==> config.mk <==
export PLATFORM = sky130hd
export DESIGN_NAME = sd_interp
export DESIGN_NICKNAME = d
export VERILOG_FILES = /design/src/rtl/sd_interp.sv
export SDC_FILE = /design/constraint.sdc
export NUM_CORES = 1
export LEC_CHECK = 0
export ABC_CLOCK_PERIOD_IN_PS = 2200
export BUFFER_PORTS_ARGS = -buffer_cell sky130_fd_sc_hd__clkbuf_2
export CAP_MARGIN = 20
export CORE_AREA = 2 2 96 98
export DETAILED_ROUTE_END_ITERATION = 6
export DIE_AREA = 0 0 98 100
export GPL_ROUTABILITY_DRIVEN = 0
export HOLD_SLACK_MARGIN = 0.12
export PLACE_DENSITY = 0.59
export SYNTH_ARGS = -nofsm -noshare
export SYNTH_HDL_FRONTEND = slang
export SYNTH_SLANG_ARGS = --single-unit
export TNS_END_PERCENT = 1
==> constraint.sdc <==
create_clock -name clk_i -period 2.2 [get_ports clk_i]
set_input_delay 0.55 -clock clk_i [delete_from_list [all_inputs] [get_ports clk_i]]
set_output_delay 0.55 -clock clk_i [all_outputs]
set_load 0.05 [all_outputs]
==> src/rtl/sd_interp.sv <==
// Linear interpolator feeding the sigma-delta modulator: one new BW-bit point per clock.
// Latency: accepted sample -> segment load next edge -> endpoint reached R edges later.
// Backpressure: 1-entry pending buffer, ready = !pend_v (registered); one sample per R clocks max.
//
// Ports:
//   clk_i           rising-edge clock
//   rst_ni          asynchronous active-low reset
//   sample_i        signed PCM input sample (BW bits)
//   sample_valid_i  sample_i is valid
//   sample_ready_o  pending buffer empty, a sample can be taken this cycle
//   dac_o           signed interpolated value for the modulator's dac_i
//   underrun_o      one-cycle pulse when a segment ends with nothing pending
//   busy_o          high while a segment is being ramped
module sd_interp #(
  parameter int BW       = 8,
  parameter int OSR_LOG2 = 4
) (
  input  logic          clk_i,
  input  logic          rst_ni,
  input  logic [BW-1:0] sample_i,
  input  logic          sample_valid_i,
  output logic          sample_ready_o,
  output logic [BW-1:0] dac_o,
  output logic          underrun_o,
  output logic          busy_o
);

  // Slope spans two full-range endpoints, so it needs one bit more than a
  // sample. The accumulator holds value * R plus a sign-headroom bit.
  localparam int SW = BW + 1;
  localparam int AW = BW + OSR_LOG2 + 1;

  typedef enum logic {
    IDLE = 1'b0,
    RUN  = 1'b1
  } state_t;

  state_t                state_q, state_d;
  logic [BW-1:0]         pend_q, pend_d;
  logic                  pend_v_q, pend_v_d;
  // End point of the current segment; after a segment finishes it is also
  // the value dac_o holds and the start point of the next segment.
  logic [BW-1:0]         endp_q, endp_d;
  logic signed [SW-1:0]  slope_q, slope_d;
  logic signed [AW-1:0]  acc_q, acc_d;
  logic [OSR_LOG2-1:0]   phase_q, phase_d;
  logic [BW-1:0]         dac_q, dac_d;
  logic                  underrun_q, underrun_d;

  logic signed [SW-1:0]  slope_load;
  logic signed [AW-1:0]  acc_load;
  logic signed [AW-1:0]  acc_step;
  logic                  seg_end;
  logic                  take;

  // Values for starting a segment from the current endpoint toward pend.
  assign slope_load = $signed({pend_q[BW-1], pend_q}) - $signed({endp_q[BW-1], endp_q});
  assign acc_load   = $signed({endp_q[BW-1], endp_q, {OSR_LOG2{1'b0}}});
  assign acc_step   = acc_q + $signed({{OSR_LOG2{slope_q[SW-1]}}, slope_q});

  // Phase counts edges already taken in this segment; the edge taken while
  // it reads all-ones is the R-th, which lands exactly on the endpoint.
  assign seg_end = (phase_q == {OSR_LOG2{1'b1}});

  // A load always needs pend_v set, so it can never coincide with a take.
  assign take = sample_valid_i && !pend_v_q;

  always_comb begin
    state_d    = state_q;
    pend_d     = pend_q;
    pend_v_d   = pend_v_q;
    endp_d     = endp_q;
    slope_d    = slope_q;
    acc_d      = acc_q;
    phase_d    = phase_q;
    dac_d      = dac_q;
    underrun_d = 1'b0;

    case (state_q)
      IDLE: begin
        // dac_o keeps the held endpoint on the load edge.
        if (pend_v_q) begin
          endp_d   = pend_q;
          slope_d  = slope_load;
          acc_d    = acc_load;
          phase_d  = '0;
          pend_v_d = 1'b0;
          state_d  = RUN;
        end
      end
      RUN: begin
        acc_d   = acc_step;
        phase_d = phase_q + 1'b1;
        // Arithmetic shift by OSR_LOG2 with truncation = floor(acc / R).
        dac_d   = acc_step[OSR_LOG2 +: BW];
        if (seg_end) begin
          if (pend_v_q) begin
            // Back-to-back segment: acc_load equals acc_step here since the
            // ramp ends exactly on endp_q, so the ramp continues seamlessly.
            endp_d   = pend_q;
            slope_d  = slope_load;
            acc_d    = acc_load;
            phase_d  = '0;
            pend_v_d = 1'b0;
          end else begin
            state_d    = IDLE;
            underrun_d = 1'b1;
          end
        end
      end
      default: begin
        state_d = IDLE;
      end
    endcase

    if (take) begin
      pend_d   = sample_i;
      pend_v_d = 1'b1;
    end
  end

  always_ff @(posedge clk_i or negedge rst_ni) begin
    if (!rst_ni) begin
      state_q    <= IDLE;
      pend_q     <= '0;
      pend_v_q   <= 1'b0;
      endp_q     <= '0;
      slope_q    <= '0;
      acc_q      <= '0;
      phase_q    <= '0;
      dac_q      <= '0;
      underrun_q <= 1'b0;
    end else begin
      state_q    <= state_d;
      pend_q     <= pend_d;
      pend_v_q   <= pend_v_d;
      endp_q     <= endp_d;
      slope_q    <= slope_d;
      acc_q      <= acc_d;
      phase_q    <= phase_d;
      dac_q      <= dac_d;
      underrun_q <= underrun_d;
    end
  end

  assign sample_ready_o = !pend_v_q;
  assign dac_o          = dac_q;
  assign underrun_o     = underrun_q;
  assign busy_o         = (state_q == RUN);

endmodule

# ---- Word-level counts from Yosys, hierarchy flattened
# Cells that the tools add are included.
dict set report totals {
  reg_bits 53
  elab_cells 42
  output_inout_bits 11
}
dict set report op_classes {
  add_sub_neg 3
  n_mux 23
  reduce_logical 2
  bitwise_logic 1
  eq_ne 4
}
# op n
set ops {}
lappend ops {{$mux W13} 3}
lappend ops {{$pmux W13 S2} 1}
lappend ops {{$mux W9} 2}
lappend ops {{$pmux W9 S2} 1}
lappend ops {{$mux W8} 2}
lappend ops {{$pmux W8 S2} 1}
lappend ops {{$add A13 B9 Y13} 1}
lappend ops {{$mux W4} 3}
lappend ops {{$sub A8 B8 Y9} 1}
lappend ops {{$pmux W4 S2} 1}
lappend ops {{$mux W1} 7}
lappend ops {{$add A4 B1 Y4 const B} 1}
lappend ops {{$eq A4 B4 Y1 const B} 1}
lappend ops {{$pmux W1 S2} 2}
lappend ops {{$ne A3 B1 Y1 const B} 1}
lappend ops {{$ne A2 B1 Y1 const B} 1}
lappend ops {{$ne A2 B2 Y1 const B} 1}
lappend ops {{$logic_and A1 B1 Y1} 1}
lappend ops {{$logic_not A1 Y1} 1}
lappend ops {{$not A1 Y1} 1}

# ---- Logic depth before layout (Yosys ltp)
dict set report logic_depth {
  word_depth 4
  mapped_depth 9
}

# ---- Worst setup path before layout
# OpenSTA, ideal clock, no wires.
dict set report synth_timing {
  path_type {register to register}
  from {reg slope_q[6]}
  to {reg dac_q[7] (netlist: dac_o[7])}
  stages_incl_launch_ff 9
  path_buffers 1
  setup_ns 0.124
  period_less_slack_ns 1.954
  arrival_ns 1.830
  setup_slack_ns 0.246
  cell_sequence {dfrtp_1 -> ha_1 -> clkbuf_1 -> a21oi_1 -> nor2_1 -> o31ai_2 -> o31ai_4 -> mux2i_1 -> a211o_1}
}
dict set report synth_via {
  elab_chain_len 1
}
# element line_no
set synth_rtl {}
lappend synth_rtl {{start, declared} 44} ;# logic signed [SW-1:0] slope_q, slope_d;
lappend synth_rtl {{start signal, assigned} 138} ;# slope_q <= slope_d;
lappend synth_rtl {{$add A13 B9 Y13} 59} ;# assign acc_step = acc_q + $signed({{OSR_LOG2{slope_q[SW-1]}}, slope_q});
lappend synth_rtl {{end signal, assigned} 131} ;# dac_q <= '0;
lappend synth_rtl {{end signal, assigned} 141} ;# dac_q <= dac_d;
lappend synth_rtl {{end, declared} 47} ;# logic [BW-1:0] dac_q, dac_d;
# No other way between the ends.
# A chain may end at the register's enable or synchronous reset.

# ---- Worst setup path in the final report
dict set report layout_timing {
  from {reg slope_q[4]}
  to {reg acc_q[9]}
}
dict set report layout_via {
  elab_chain_len 4
}
# element line_no
set layout_rtl {}
lappend layout_rtl {{$add A13 B9 Y13 *} 59}
lappend layout_rtl {{$mux W13} 97} ;# if (pend_v_q) begin
lappend layout_rtl {{$mux W13 *} 96} ;# if (seg_end) begin
lappend layout_rtl {{$pmux W13 S2 *} 79} ;# case (state_q)
lappend layout_rtl {{end signal, assigned} 129} ;# acc_q <= '0;
lappend layout_rtl {{end signal, assigned} 139} ;# acc_q <= acc_d;
lappend layout_rtl {{end, declared} 45} ;# logic signed [AW-1:0] acc_q, acc_d;
# Mark *: on every way between the ends. The rest lies on a longest branch, timed or not.

==> summary.md <==
| Metric | Value |
|---|---|
| Core ar. | `8890 um^2` |
| Unique masters post-synth | `56` |
| Final slew viol count | `0` |
| First DRT Iteration DRCs | `95` |
| Ys Warns | `0` |
| Nets@finish | `377` |
| Actual slew at the worst max-slew pin | `0.657 ns` |
| Initial Utilization | `33.6%` |
| Buf/Inv on CP | `0` |
| Port buffer count | `21` |
| Routed wire per std cell | `15.2 um` |
| Initial antenna violation count | `0` |
| First-pass GRT wire length | `around 12 mm` |
| I/O pins | `22` |
| Synthesized flop and latch total | `52` |
| Routed Antenna Nets | `0` |
| Largest net degree at the start of global routing | `53` |
| Site Rows | `35` |
| Clock-pin slew on the worst setup and hold paths | `0.10 ns` |
| Total gr overflow | `0` |
| Met1 global-route usage | `a little under a fifth` |
| Max-cap check violation count | `0` |
| Worst path slowest cell | `or4_1` |
| Clock root buffer master | `clkbuf_8` |
| CP Capture Type | `flop` |
| Synth area leaders | `dfrtp_1 (44%), ha_1 (8.4%), o21ai_0 (5.2%)` |
| Crit. Startpoint | `slope_q[4]$_DFFE_PN0P_` |
| Via count | `2360` |
| GR Layer Usage met2 | `25.1%` |
| Number of hold buffers added after CTS | `0` |
| Syn avg cell area | `9.76 um^2` |
| R2r startpoint | `slope_q[4]$_DFFE_PN0P_` |
| DRC errors left | `0` |
| Post-synthesis instance total | `about 310` |
| Prevailing post-synth register cell | `dfrtp_1` |
| Die area | `roughly 9800 um^2` |
| Yosys top cell by area | `dfrtp_1` |
| Run status | `finished, final reports clean` |
| Busiest grt layer | `met2` |
| EDFF count, synth | `0` |
| Critical Path RT | `2.41 ns` |
| Longest Clk Path Bufs | `2` |
| Final Hold Fails | `0` |
| Finish-stage setup viols | `0` |
| CTS buffer count | `5` |
| DRT Wirelength | `about 6.9 mm` |
| Critical-path cell list | `ha_1 > a21oi_1 > a2bb2oi_2 > o41ai_4 > or4_1 > o311ai_1` |
| Max-slew headroom | `56.2%` |
| Mapped Area | `roughly 3000 um^2` |
| GR Util All Layers | `14.9%` |
| Critical path class | `reg -> reg` |
| Area share of the largest cell type after synthesis | `43.6%` |
| 1st-pass router iterations | `4` |
| Post-layout util | `39.4%` |
| Fmax | `475 MHz` |
| Met3 Track Usage GR | `3.41%` |
| Vias in the first global route | `2383` |
| CTS tree | `done` |
| Worst Hold Class | `in -> async` |
| Mapped Nets | `339` |
| Min Tclk post-route | `2.11 ns` |
| Share of layout cells above drive strength 1 | `22.1%` |
| CTS sink cnt | `52` |
| Clock Skew | `~0.013 ns` |
| Antenna cells | `0` |
| RSZ-0062 raised after global routing | `true` |
| Setup crit start kind | `flop` |
| Family with the most delay on the worst path | `compound AO/OA/AOI/OAI gates` |
| DIE WIDTH | `about 98 um` |
| Max H-tree Level | `2` |
| Crit-path max FO | `6` |
| Async set-reset flop share out of synthesis | `100%` |
| Worst path arrival time | `2.32 ns` |
| Seq/Total Area, Yosys | `43.6%` |
| Worst path max stage delay | `between 0.4 and 0.5 ns` |
| HPWL after DPL | `between 5 and 6 mm` |
| Via density | `5.19` |
| Die Height | `about 100 um` |
| Clock Latency Late Sink | `0.31 ns` |
| P&R area growth vs syn | `17.2%` |
| Period utilization | `95.8%` |
-- cell families after synthesis --
kind of cell | Yosys count | synth area share, %
flops | 52 | 43.6
fa+ha+maj | 22 | 9.72
buf+inv | 32 | 4.19
simple gates | 79 | 12.2
xor+xnor | 12 | 3.52
compound gates | 97 | 22.4
mux | 12 | 4.40
-- through the flow --
step           TNS (ns)  std cells  hold WS (ns)  area (um^2)  worst slack (ns)
2_1_floorplan         0        306         0.254         2990             0.246
3_3_place_gp          0        447         0.472         3330             0.121
3_5_place_dp          0        447         0.478         3330             0.112
4_1_cts               0        454         0.386         3460             0.100
5_1_grt        -0.00659        455         0.410         3500          -0.00659
6_report              0        455         0.354         3500            0.0930
-- metal layers --
metal	part of all wire (%)	vias up
li1	-	1169
met1	47	1131
met2	49	52
met3	3.5	8
met4	1.2	0
met5	0	-
-- cell usage in the layout (no fill, tap or decap), types with 6 or more instances in the layout --
cell      count
xor2_1        8
o21ai_0      31
mux2_2        9
inv_1        19
ha_1         20
dfrtp_1      52
buf_4        21
nand3_1       6
nand2_1      38
nor2_1        8
clkbuf_2     21
a21o_1        6
a21oi_1      16
nor3_1        7
-- final cells by class --
| class | instances | area (um^2) |
|---|---|---|
| clock inverter | 2 | 60.1 |
| clock buffer | 5 | 68.8 |
| tap | 111 | 139 |
| multi-input combinational | 222 | 1590 |
| sequential | 52 | 1300 |
| inverter | 21 | 78.8 |
| fill | 887 | 5390 |
| timing repair buffer | 42 | 263 |
-- Yosys cell counts, drive strengths merged (6+ instances only) --
cell type and count:
a21oi 19, nand2 39, o21ai 33, a21o 6, nand3 7, ha 20
dfrtp 52, nor2 8, inv 21, clkbuf 6, mux2 9, xor2 8
nor3 7
-- what timing repair did --
action / in CTS / in global routing
setup endpoints to repair: 0 / 11
resized for setup: 0 / 5
setup buffers: 0 / 1
-- flip-flops by register name (all words and copies together) (netlist names) --
register    count
acc_q          12
slope_q         9
dac_o           8
endp_q          8
pend_q          8
phase_q         4
busy_o          1
pend_v_q        1
underrun_o      1
-- final timing paths --
kind | endpoint | slack [ns] | cells after the start
worst max-delay path | acc_q[9]$_DFFE_PN0P_ | 0.09 | 6
max in group asynchronous | acc_q[4]$_DFFE_PN0P_ | 1.40 | 2
worst max register to register | acc_q[9]$_DFFE_PN0P_ | 0.09 | 6
min in group clk_i | pend_q[0]$_DFFE_PN0P_ | 0.46 | 3
worst min-delay path | pend_q[6]$_DFFE_PN0P_ | 0.35 | 2
worst min register to register | slope_q[0]$_DFFE_PN0P_ | 0.49 | 2
Power is left out: the tool's default activity adds up to more than one toggle a clock period on the data nets, which glitch-free logic cannot reach.
